[config.mk]
export PLATFORM = sky130hd
export DESIGN_NAME = id_digit_streamer
export DESIGN_NICKNAME = d
export VERILOG_FILES = /design/src/rtl/id_stream_pkg.sv /design/src/rtl/id_parity_gen.sv /design/src/rtl/id_digit_streamer.sv
export SDC_FILE = /design/constraint.sdc
export NUM_CORES = 1
export LEC_CHECK = 0
export CORE_MARGIN = 10
export CORE_UTILIZATION = 46
export DETAILED_ROUTE_END_ITERATION = 10
export HOLD_SLACK_MARGIN = 0.1
export PLACE_DENSITY = 0.76
export SYNTH_ARGS = -nofsm -noshare
export SYNTH_HDL_FRONTEND = slang
export SYNTH_SLANG_ARGS = --single-unit
[constraint.sdc]
create_clock -name clk -period 1.6 [get_ports clk]
set_input_delay 0.32 -clock clk [delete_from_list [all_inputs] [get_ports clk]]
set_output_delay 0.32 -clock clk [all_outputs]
set_load 0.005 [all_outputs]
[src/rtl/id_stream_pkg.sv]
`default_nettype none
// ============================================================================
// Module      : id_stream_pkg
// Description : Shared types, constants and helpers for the BCD ID digit
//               streamer. ST_CSUM exists only when ID_STREAM_CHECKSUM_EN
//               is defined.
// Revision    : 1.0 - initial release
// ============================================================================
package id_stream_pkg;

`ifdef ID_STREAM_CHECKSUM_EN
  typedef enum logic [1:0] {
    ST_IDLE = 2'd0,
    ST_SEND = 2'd1,
    ST_GAP  = 2'd2,
    ST_CSUM = 2'd3
  } state_t;
`else
  typedef enum logic [1:0] {
    ST_IDLE = 2'd0,
    ST_SEND = 2'd1,
    ST_GAP  = 2'd2
  } state_t;
`endif

  // Largest legal BCD nibble value
  localparam logic [3:0] BCD_MAX = 4'd9;

  // Digit index counter covers indexes 0..MAX_DIGITS-1
  localparam int MAX_DIGITS  = 16;
  localparam int DIGIT_IDX_W = $clog2(MAX_DIGITS);

  // Gap counter covers gap lengths up to MAX_GAP_CYCLES
  localparam int MAX_GAP_CYCLES = 255;
  localparam int GAP_CNT_W      = $clog2(MAX_GAP_CYCLES + 1);

  // Illegal BCD nibbles are replaced by zero on the output
  function automatic logic [3:0] bcd_sanitize(input logic [3:0] nib);
    return (nib > BCD_MAX) ? 4'd0 : nib;
  endfunction

  // Running checksum: (acc + d) mod 10, both operands already in 0..9
  function automatic logic [3:0] add_mod10(input logic [3:0] acc,
                                           input logic [3:0] d);
    logic [4:0] s;
    s = {1'b0, acc} + {1'b0, d};
    if (s > 5'd9) s = s - 5'd10;
    return s[3:0];
  endfunction

endpackage
`default_nettype wire

[src/rtl/id_parity_gen.sv]
`default_nettype none
// ============================================================================
// Module      : id_parity_gen
// Description : Combinational parity for one 4-bit digit. o_even makes the
//               digit plus parity bit carry an even number of ones.
// Revision    : 1.0 - initial release
// ============================================================================
module id_parity_gen (
  input  logic [3:0] i_digit,
  output logic       o_even,
  output logic       o_odd
);

  assign o_even = ^i_digit;
  assign o_odd  = ~o_even;

endmodule
`default_nettype wire

[src/rtl/id_digit_streamer.sv]
`default_nettype none
// ============================================================================
// Module      : id_digit_streamer
// Description : Captures a packed BCD ID on start and streams it MSD first,
//               one digit per valid/ready handshake, with GAP_CYCLES idle
//               cycles between digits. Define ID_STREAM_CHECKSUM_EN to append
//               a mod-10 checksum digit after digit index 0.
// Revision    : 1.0 - initial release
// ============================================================================
module id_digit_streamer
  import id_stream_pkg::*;
#(
  parameter int NUM_DIGITS = 7,
  parameter int GAP_CYCLES = 2
) (
  input  logic                    clk,
  input  logic                    reset,
  input  logic                    start,
  input  logic [4*NUM_DIGITS-1:0] id_bcd,
  output logic                    out_valid,
  input  logic                    out_ready,
  output logic [3:0]              out_digit,
  output logic                    out_even_parity,
  output logic                    out_odd_parity,
  output logic                    out_last,
  output logic                    busy,
  output logic                    done,
  output logic                    bcd_error
);

  localparam int                     SHIFT_W    = 4 * NUM_DIGITS;
  localparam logic [DIGIT_IDX_W-1:0] c_last_idx = DIGIT_IDX_W'(NUM_DIGITS - 1);
  localparam logic [GAP_CNT_W-1:0]   c_gap_load = (GAP_CYCLES > 0) ?
                                                  GAP_CNT_W'(GAP_CYCLES - 1) : '0;
  localparam bit                     c_has_gap  = (GAP_CYCLES > 0);

  state_t                   r_state;
  state_t                   w_next_state;
  logic [SHIFT_W-1:0]       r_shift;
  logic [DIGIT_IDX_W-1:0]   r_idx;
  logic [GAP_CNT_W-1:0]     r_gap;
  logic                     r_err;
  logic                     r_done;
  logic                     w_load;
  logic                     w_digit_xfer;
  logic                     w_final_xfer;
  logic [3:0]               w_top_nib;
  logic [3:0]               w_send_digit;
  logic                     w_even;
  logic                     w_odd;
`ifdef ID_STREAM_CHECKSUM_EN
  logic [3:0]               r_sum;
  logic                     r_to_csum;
`endif

  assign w_top_nib    = r_shift[SHIFT_W-1 -: 4];
  assign w_send_digit = bcd_sanitize(w_top_nib);
  assign w_digit_xfer = (r_state == ST_SEND) && out_ready;

`ifdef ID_STREAM_CHECKSUM_EN
  assign out_valid    = (r_state == ST_SEND) || (r_state == ST_CSUM);
  assign out_last     = (r_state == ST_CSUM);
  assign w_final_xfer = (r_state == ST_CSUM) && out_ready;
  assign out_digit    = (r_state == ST_SEND) ? w_send_digit :
                        (r_state == ST_CSUM) ? r_sum : 4'd0;
`else
  assign out_valid    = (r_state == ST_SEND);
  assign out_last     = (r_state == ST_SEND) && (r_idx == '0);
  assign w_final_xfer = w_digit_xfer && (r_idx == '0);
  assign out_digit    = (r_state == ST_SEND) ? w_send_digit : 4'd0;
`endif

  id_parity_gen u_parity (
    .i_digit (out_digit),
    .o_even  (w_even),
    .o_odd   (w_odd)
  );

  // Parity outputs read zero whenever no digit is being presented
  assign out_even_parity = out_valid & w_even;
  assign out_odd_parity  = out_valid & w_odd;
  assign busy            = (r_state != ST_IDLE);
  assign done            = r_done;
  assign bcd_error       = r_err;

  // State register
  always_ff @(posedge clk or posedge reset) begin
    if (reset) r_state <= ST_IDLE;
    else       r_state <= w_next_state;
  end

  // Next-state decode: handshake moves SEND forward, gap counter ends GAP
  always_comb begin
    w_next_state = r_state;
    w_load       = 1'b0;
    case (r_state)
      ST_IDLE: begin
        if (start) begin
          w_load       = 1'b1;
          w_next_state = ST_SEND;
        end
      end
      ST_SEND: begin
        if (out_ready) begin
`ifdef ID_STREAM_CHECKSUM_EN
          if (c_has_gap)           w_next_state = ST_GAP;
          else if (r_idx == '0)    w_next_state = ST_CSUM;
          else                     w_next_state = ST_SEND;
`else
          if (r_idx == '0)         w_next_state = ST_IDLE;
          else if (c_has_gap)      w_next_state = ST_GAP;
          else                     w_next_state = ST_SEND;
`endif
        end
      end
      ST_GAP: begin
        if (r_gap == '0) begin
`ifdef ID_STREAM_CHECKSUM_EN
          w_next_state = r_to_csum ? ST_CSUM : ST_SEND;
`else
          w_next_state = ST_SEND;
`endif
        end
      end
`ifdef ID_STREAM_CHECKSUM_EN
      ST_CSUM: begin
        if (out_ready) w_next_state = ST_IDLE;
      end
`endif
      default: w_next_state = ST_IDLE;
    endcase
  end

  // Digit shift register, index counter and sticky error flag
  always_ff @(posedge clk or posedge reset) begin
    if (reset) begin
      r_shift <= '0;
      r_idx   <= '0;
      r_err   <= 1'b0;
    end else if (w_load) begin
      r_shift <= id_bcd;
      r_idx   <= c_last_idx;
      r_err   <= 1'b0;
    end else if (w_digit_xfer) begin
      r_shift <= r_shift << 4;
      r_idx   <= r_idx - DIGIT_IDX_W'(1);
      if (w_top_nib > BCD_MAX) r_err <= 1'b1;
    end
  end

`ifdef ID_STREAM_CHECKSUM_EN
  // Checksum accumulates emitted (sanitized) digits; flag steers GAP to CSUM
  always_ff @(posedge clk or posedge reset) begin
    if (reset) begin
      r_sum     <= 4'd0;
      r_to_csum <= 1'b0;
    end else if (w_load) begin
      r_sum     <= 4'd0;
      r_to_csum <= 1'b0;
    end else if (w_digit_xfer) begin
      r_sum <= add_mod10(r_sum, w_send_digit);
      if (r_idx == '0) r_to_csum <= 1'b1;
    end
  end
`endif

  // Gap counter loads on entry to GAP and counts down to zero
  always_ff @(posedge clk or posedge reset) begin
    if (reset) begin
      r_gap <= '0;
    end else if ((w_next_state == ST_GAP) && (r_state != ST_GAP)) begin
      r_gap <= c_gap_load;
    end else if ((r_state == ST_GAP) && (r_gap != '0)) begin
      r_gap <= r_gap - GAP_CNT_W'(1);
    end
  end

  // One-cycle done pulse following the final transfer
  always_ff @(posedge clk or posedge reset) begin
    if (reset) r_done <= 1'b0;
    else       r_done <= w_final_xfer;
  end

endmodule
`default_nettype wire

==> summary.txt, run 1 <==
Status
  – Status: finished, violations left
  – Failing checks: setup timing

GRT
  – Tot GR Track Use: 13.31%
  – Top Usage Layer GRT: met2
  – Met1 usage: 16.30%
  – First-pass GRT wire length: 8273 um
  – Vias in the first global route: 1,867
  – Met3 Resource Use GR: 4.494%
  – Pin count of the biggest net entering global routing: ~50
  – Grt met2 use: 20.97%
  – Initial antenna violation count: 0
  – GRT overflow: 0

Power and ir drop
  – Total power: 5.421 mW
  – Flop pwr share: 35.6%
  – Pint: approximately 3.5 mW
  – Sw Ratio: 35.13%
  – Leak Pwr: 1.430 nW
  – Clk pwr share: 14.7%
  – Power share of the combinational group: 49.7%
  – VDD IR max: 0.0008465 V
  – P_sw: approximately 1.9 mW
  – PD cells: 1775 mW/mm2

Timing
  – RSZ-0062 raised after global routing: yes
  – Shortest period the worst path allows: 1.826 ns
  – Clk_skew: 0.002010 ns
  – Final worst slack: -0.2264 ns
  – Max Fclk: between 500 and 600 MHz
  – Slew Viols, Final: 0
  – Fin Hold WS: 0.3763 ns
  – Final Cycle Share: 114.2%
  – Slew @ Worst Pin: 0.2956 ns
  – Final Hold Fails: 0
  – Final setup vio count: 11
  – Slew HR: 80.11%

Placement
  – Dpl hpwl: approximately 3500 um
  – Routability congestion estimate: a little over 0.8
  – Dpl ws: -0.3861 ns
  – IO Port Bufs: 42
  – Dpl cells: about 350

Drt
  – Post-route ant nets: 0
  – Aggregate routed wire length: 5038 um
  – Initial drt markers: 91
  – Vias after detailed routing: 1,883
  – DR pass1 iterations: 4
  – Vias per cell: 5.159
  – DRC Markers: 0
  – Post-DR wirelength/cell: between 10 and 15 um

Worst setup path
  – Slowest stage delay, CP: 0.39 ns
  – Worst path buffer plus inverter count: 2
  – Crit path kind: flop to primary output
  – Worst endpoint required time: 1.28 ns
  – Delay-heaviest family, CP: simple AND/OR/NAND/NOR gates
  – Critical path endpoint category: primary output
  – CP Max Fanout: 3
  – Critical path startpoint category: flop
  – Cells along the critical path: inv_1, ha_2, or3b_4, nor2_1, buf_2
  – Slowest stage cell on the critical path: dfrtp_1
  – Worst endpoint data arrival time: 1.51 ns

Final layout
  – Antenna Cells: 0
  – Area Growth Syn to Fin: 46.08%
  – Commonest non-fill, non-tap cell in the layout: nand2_1
  – Nets: 348
  – Fin cells: 365
  – Layout cells sized above 1: 24.60%
  – Most frequent cells in the layout: nand2_1, dfrtp_1, nor2_1, clkdlybuf4s50_1, buf_4

Yosys
  – Synth Register Bits: 44
  – Syn Inst Count: 236
  – Synth Net Count: 270
  – Sequential-to-total area share from yosys stat: between 50% and 60%
  – Syn. warnings: 0
  – Cell variety after synth: 36
  – Synth top area cells: dfrtp_1, nand2_1, nor2_1
  – Share of the synthesized area in the top cell type: approximately 53%
  – Cell taking the most area after synthesis: dfrtp_1
  – Mapped Area: between 0.002 and 0.0025 mm2
  – Syn avg cell area: just under 9 um2

Floorplanning
  – Starting Density: 47.69%
  – Chip width: between 80 and 90 um
  – I/O pin total: 43
  – Count of standard-cell rows: 24
  – Die area: 0.007641 mm2
  – Core ar.: 0.004384 mm2
  – Die Y: 87.42 um

Clock tree
  – CTS Buf Count: 5
  – Clock sinks: 44
  – CTS tree: yes
  – Hold_buf cts: 0
  – Clk slew on worst S/H paths: 0.08 ns
  – Clock latency on the worst-skew pair: 0.30 ns
  – Max Root-Sink Buffers: 2
  – H-tree Lvls: 2
  – Root Buffer: clkbuf_8

Hold path
  – Min-delay worst type: primary input to async pin

Job
  – Max-cap check violation count: 0
[cell type report]
cell class | count | area [um2]
clock buffer | 5 | 68.82
clock inverter | 1 | 30.03
fill | 353 | 1330
inverter | 7 | 26.28
multi-input combinational | 173 | 1002
sequential | 44 | 1101
tap | 52 | 65.06
timing repair buffer | 83 | 760.7
[final timing paths]
check                               to       start  slack, ns  cells after the start
min reg2reg                   r_gap[4]    r_gap[4]       0.49                      1
max in group asynchronous  r_shift[24]       reset       1.02                      3
max                           out_last    r_idx[1]      -0.23                      5
min in group clk              r_gap[4]    r_gap[4]       0.49                      1
max reg2reg                   r_gap[7]  r_state[0]      -0.15                      5
min                           r_gap[4]       reset       0.38                      3
[per-layer routing]
layer  up-vias  wire (um)
met3         5        235
met1       881       2380
met2        39       2338
met5         -          0
li1        958          -
met4         0         84
[power by group through the flow]
| stage | combinational [mW] | clock (mW) | sequential (mW) |
|---|---|---|---|
| global placement | 2.27 | 0 | 1.92 |
| finish | 2.69 | 0.799 | 1.93 |
| CTS | 2.55 | 0.822 | 1.92 |
| floorplan | 1.33 | 0 | 1.91 |
| global route | 2.99 | 0.870 | 2.00 |
| detailed placement | 2.32 | 0 | 1.95 |
[cells in the mapped netlist, drive strengths merged]
master and instances:
a211o 1, a211oi 1, a21oi 5, a22o 4
a31o 1, a31oi 24, and2 2, and3 2
and3b 1, buf 3, clkbuf 9, dfrtp 44
ha 2, inv 7, mux2i 3, nand2 56
nand2b 1, nand3 3, nand3b 1, nor2 41
nor3 2, nor3b 3, nor4 3, o211ai 1
o21ai 5, or2 1, or2b 1, or3 1
or3b 2, or4 2, or4b 1, xnor2 2
xnor3 1
[through the flow]
| step | cell area, um2 | setup TNS (ns) | utilization [%] |
|---|---|---|---|
| floorplan | 2101 | -0.07194 | - |
| global placement | 2808 | -2.524 | 64.04 |
| detailed placement | 2808 | -3.310 | 64.04 |
| CTS | 2993 | -1.579 | 68.26 |
| global route | 3054 | -2.273 | 69.66 |
| finish | 3054 | -1.351 | 69.66 |
[kinds of logic after synthesis]
kind of cell               synth area share (%)
AOI/OAI and AO/OA                         12.81
adders and majority gates                 1.197
xor gates and xnor gates                  1.915
and+or+nand+nor                           26.51
DFF                                       52.66
buffers and inverters                     3.471
muxes                                     1.436
[what timing repair did]
| item | CTS | global route |
|---|---|---|
| setup endpoints to repair | 18 | 17 |
| pin swaps | 13 | 8 |
| buffers inserted | 8 | 4 |
| gates resized for setup | 50 | 11 |
[state kept, by name (all words and copies together), names as in the netlist]
signal / cells
bcd_error: 1
done: 1
r_gap: 8
r_idx: 4
r_shift: 28
r_state: 2
[worst register-to-register path, delay by kind of cell, from the launching register on]
kind	cells	cell delay [ns]
AO/OA/AOI/OAI	1	0.12
buffers and inverters	1	0.12
flip-flops	1	0.39
AND/OR/NAND/NOR	3	1.07
No activity file was read; power rests on OpenSTA's default activity.
==> inputs of run 2 (changes only) <==
--- a/config.mk
+++ b/config.mk
@@ -8,7 +8,7 @@
 export CORE_MARGIN = 10
 export CORE_UTILIZATION = 46
 export DETAILED_ROUTE_END_ITERATION = 10
-export HOLD_SLACK_MARGIN = 0.1
+export HOLD_SLACK_MARGIN = 0.06
 export PLACE_DENSITY = 0.76
 export SYNTH_ARGS = -nofsm -noshare
 export SYNTH_HDL_FRONTEND = slang
==> results of run 2 <==
No change in the layout: final DEF, timing and power equal those of run 1.
==> inputs of run 3 (changes only) <==
--- a/config.mk
+++ b/config.mk
@@ -6,10 +6,10 @@
 export NUM_CORES = 1
 export LEC_CHECK = 0
 export CORE_MARGIN = 10
-export CORE_UTILIZATION = 46
+export CORE_UTILIZATION = 45
 export DETAILED_ROUTE_END_ITERATION = 10
+export DONT_BUFFER_PORTS = 1
 export HOLD_SLACK_MARGIN = 0.06
-export PLACE_DENSITY = 0.76
 export SYNTH_ARGS = -nofsm -noshare
 export SYNTH_HDL_FRONTEND = slang
 export SYNTH_SLANG_ARGS = --single-unit
==> run 3 against run 2 <==
Effect of this change:
- the flow still finishes with violations (setup timing)
- clock skew increased by 0.0027 ns
- combinational power down 13%
- maximum frequency grew 4.5%
- power down 9.3%
- critical path depth fell by 1
- global-route usage down 0.57 points
- sequential share of layout area rose by 6.6 points
- via count is 8.2% lower
- cell count is 15% lower
- core utilization fell by 11 points
- critical endpoint is now out_even_parity
- largest power group unchanged
==> summary.txt, run 3 (synthesis results as in run 1) <==
Final layout
  – Layout cells sized above 1: 23.85% (-0.75 points)
  – Fillers: 407 (+15%)
  – Max FFs per register: 28 (unchanged)
  – Top reg by flops: r_shift
  – Reg area: 0.001101 mm2 (unchanged)
  – Commonest non-fill, non-tap cell in the layout: nand2_1
  – Nets: 296 (-15%)
  – Largest regs: r_shift (28), r_gap (8), r_idx (4)
  – Most frequent cells in the layout: nand2_1, dfrtp_1, nor2_1, a31oi_1, buf_4
  – Multi-input logic area: 0.001042 mm2 (+4.0%)
  – Area Growth Syn to Fin: 23.46%
  – Antenna Cells: 0 (unchanged)
  – Final instance area: 0.002581 mm2 (-15%)

Timing
  – Final Cycle Share: 109.2% (-4.9 points)
  – Max Fclk: 572.2 MHz (+4.5%)
  – Slew Viols, Final: 0 (unchanged)
  – Final Hold Fails: 0 (unchanged)
  – Shortest period the worst path allows: 1.748 ns (-0.07893 ns)
  – Slew HR: 79.70% (-0.41 points)
  – Final worst slack: -0.1475 ns (+0.07893 ns)
  – Fin Hold WS: 0.1676 ns (-0.2087 ns)
  – Slew @ Worst Pin: 0.3017 ns (+0.006093 ns)
  – RSZ-0062 raised after global routing: yes
  – Clk_skew: 0.004733 ns (+0.002723 ns)
  – Final setup vio count: 8 (-3)

Worst setup path
  – Slowest stage delay, CP: 0.43 ns (+0.04 ns)
  – Worst endpoint required time: 1.28 ns (about the same)
  – Most numerous cell on the critical path: nor2_1
  – CP Max Fanout: 5 (+2)
  – Critical path endpoint category: primary output
  – Worst path buffer plus inverter count: 0 (-2)
  – Cells along the critical path: or3b_4, nor2_4, nor2_1, nor2_1
  – Crit path kind: flop to primary output
  – Worst path depth: 4 (-1)
  – Delay-heaviest family, CP: simple AND/OR/NAND/NOR gates
  – Worst r2r path cells: 4 (-1)
  – Worst endpoint data arrival time: 1.43 ns (-0.08 ns)
  – Slowest stage cell on the critical path: dfrtp_1
  – Critical path startpoint category: flop

Hold path
  – Worst hold path depth: 1
  – Min-delay worst type: primary input to flop

Clock tree
  – Max Root-Sink Buffers: 2 (unchanged)
  – CTS Buf Count: 5 (unchanged)
  – CTS tree: yes
  – Clock sinks: 44 (unchanged)
  – Root Buffer: clkbuf_8
  – H-tree Lvls: 2 (unchanged)
  – Clock latency on the worst-skew pair: 0.29 ns (about the same)
  – Clk slew on worst S/H paths: 0.08 ns (about the same)

Drt
  – Aggregate routed wire length: 4758 um (-5.6%)
  – DRC Markers: 0 (unchanged)
  – Post-route ant nets: 0 (unchanged)
  – Vias per cell: 5.538 (+7.4%)
  – Initial drt markers: 104 (+14%)
  – Post-DR wirelength/cell: 15.25 um (+10%)
  – Vias after detailed routing: 1,728 (-8.2%)
  – DR pass1 iterations: 4 (unchanged)

Placement
  – Routability congestion estimate: 0.7700 (-5.0%)
  – Area after DPL: 0.002317 mm2 (-17%)
  – Dpl ws: -0.1020 ns (+0.2840 ns)
  – Dpl hpwl: 3324 um (-4.9%)
  – IO Port Bufs: 0 (-100%)

Floorplanning
  – Count of standard-cell rows: 24 (unchanged)
  – Core ar.: 0.004414 mm2 (+0.68%)
  – Starting Density: 47.36% (-0.32 points)
  – I/O pin total: 43 (unchanged)
  – Die Y: 88.16 um (+0.85%)
  – Die area: 0.007772 mm2 (+1.7%)
  – Chip width: 88.16 um (+0.85%)

Status
  – Status: finished, violations left
  – Failing checks: setup timing

GRT
  – Tot GR Track Use: 12.75% (-0.57 points)
  – GRT overflow: 0 (unchanged)
  – Pin count of the biggest net entering global routing: 51 (unchanged)
  – Initial antenna violation count: 0 (unchanged)
  – Vias in the first global route: 1,744 (-6.6%)
  – First-pass GRT wire length: 8004 um (-3.3%)

Power and ir drop
  – Leak Pwr: 1.195 nW (-16%)
  – VDD IR max: 0.0009162 V (+8.2%)
  – PD cells: 1906 mW/mm2 (+7.4%)
  – Total power: 4.919 mW (-9.3%)

Job
  – Max-cap check violation count: 0 (unchanged)
## run 3: power breakdown
| part | switching, mW | total [mW] | leakage, nW | internal, mW |
|---|---|---|---|---|
| Clock | 0.336 | 0.618 | 0.0359 | 0.282 |
| Sequential | 0.335 | 1.96 | 0.526 | 1.62 |
| Combinational | 1.17 | 2.35 | 0.634 | 1.17 |
## run 3: final timing paths
| kind | start | endpoint | slack (ns) |
|---|---|---|---|
| worst min register to register | r_shift[2] | r_shift[2] | 0.50 |
| min in group asynchronous | reset | r_gap[7] | 0.36 |
| worst max-delay path | r_shift[26] | out_even_parity | -0.15 |
| worst max register to register | r_gap[1] | r_gap[7] | -0.13 |
| max in group asynchronous | reset | r_shift[10] | 0.78 |
| worst min-delay path | id_bcd[2] | r_shift[2] | 0.17 |
## run 3: what timing repair did
action / in CTS / in global routing
gates resized for setup: 15 / 20
hold buffers: 1 / 0
pin swaps: 8 / 7
endpoints found under the setup margin: 10 / 15
hold endpoints to repair: 3 / 0
buffers inserted: 2 / 5
## run 3: layer usage
metal / up-vias / wire length [um] / global-route usage [%]
li1: 853 / - / -
met1: 832 / 2347 / 16.66
met2: 39 / 1997 / 18.91
met3: 4 / 381 / 5.942
met4: 0 / 33 / 2.568
met5: - / 0 / 0
## run 3: stage by stage
stage,setup TNS [ns],instances,utilization (%)
after global routing,-1.262,312,58.48
final,-0.6749,312,58.48
after CTS,-0.5988,307,55.75
after global placement,-0.09366,299,52.49
after detailed placement,-0.1089,299,52.49
after floorplan,-0.07194,236,-
## run 3: area by class of cell
class	instances	area share, %
clock buffer	5	2.666
inverter	7	1.115
multi-input combinational	173	40.38
sequential	44	42.66
tap	52	2.521
timing repair buffer	31	10.66
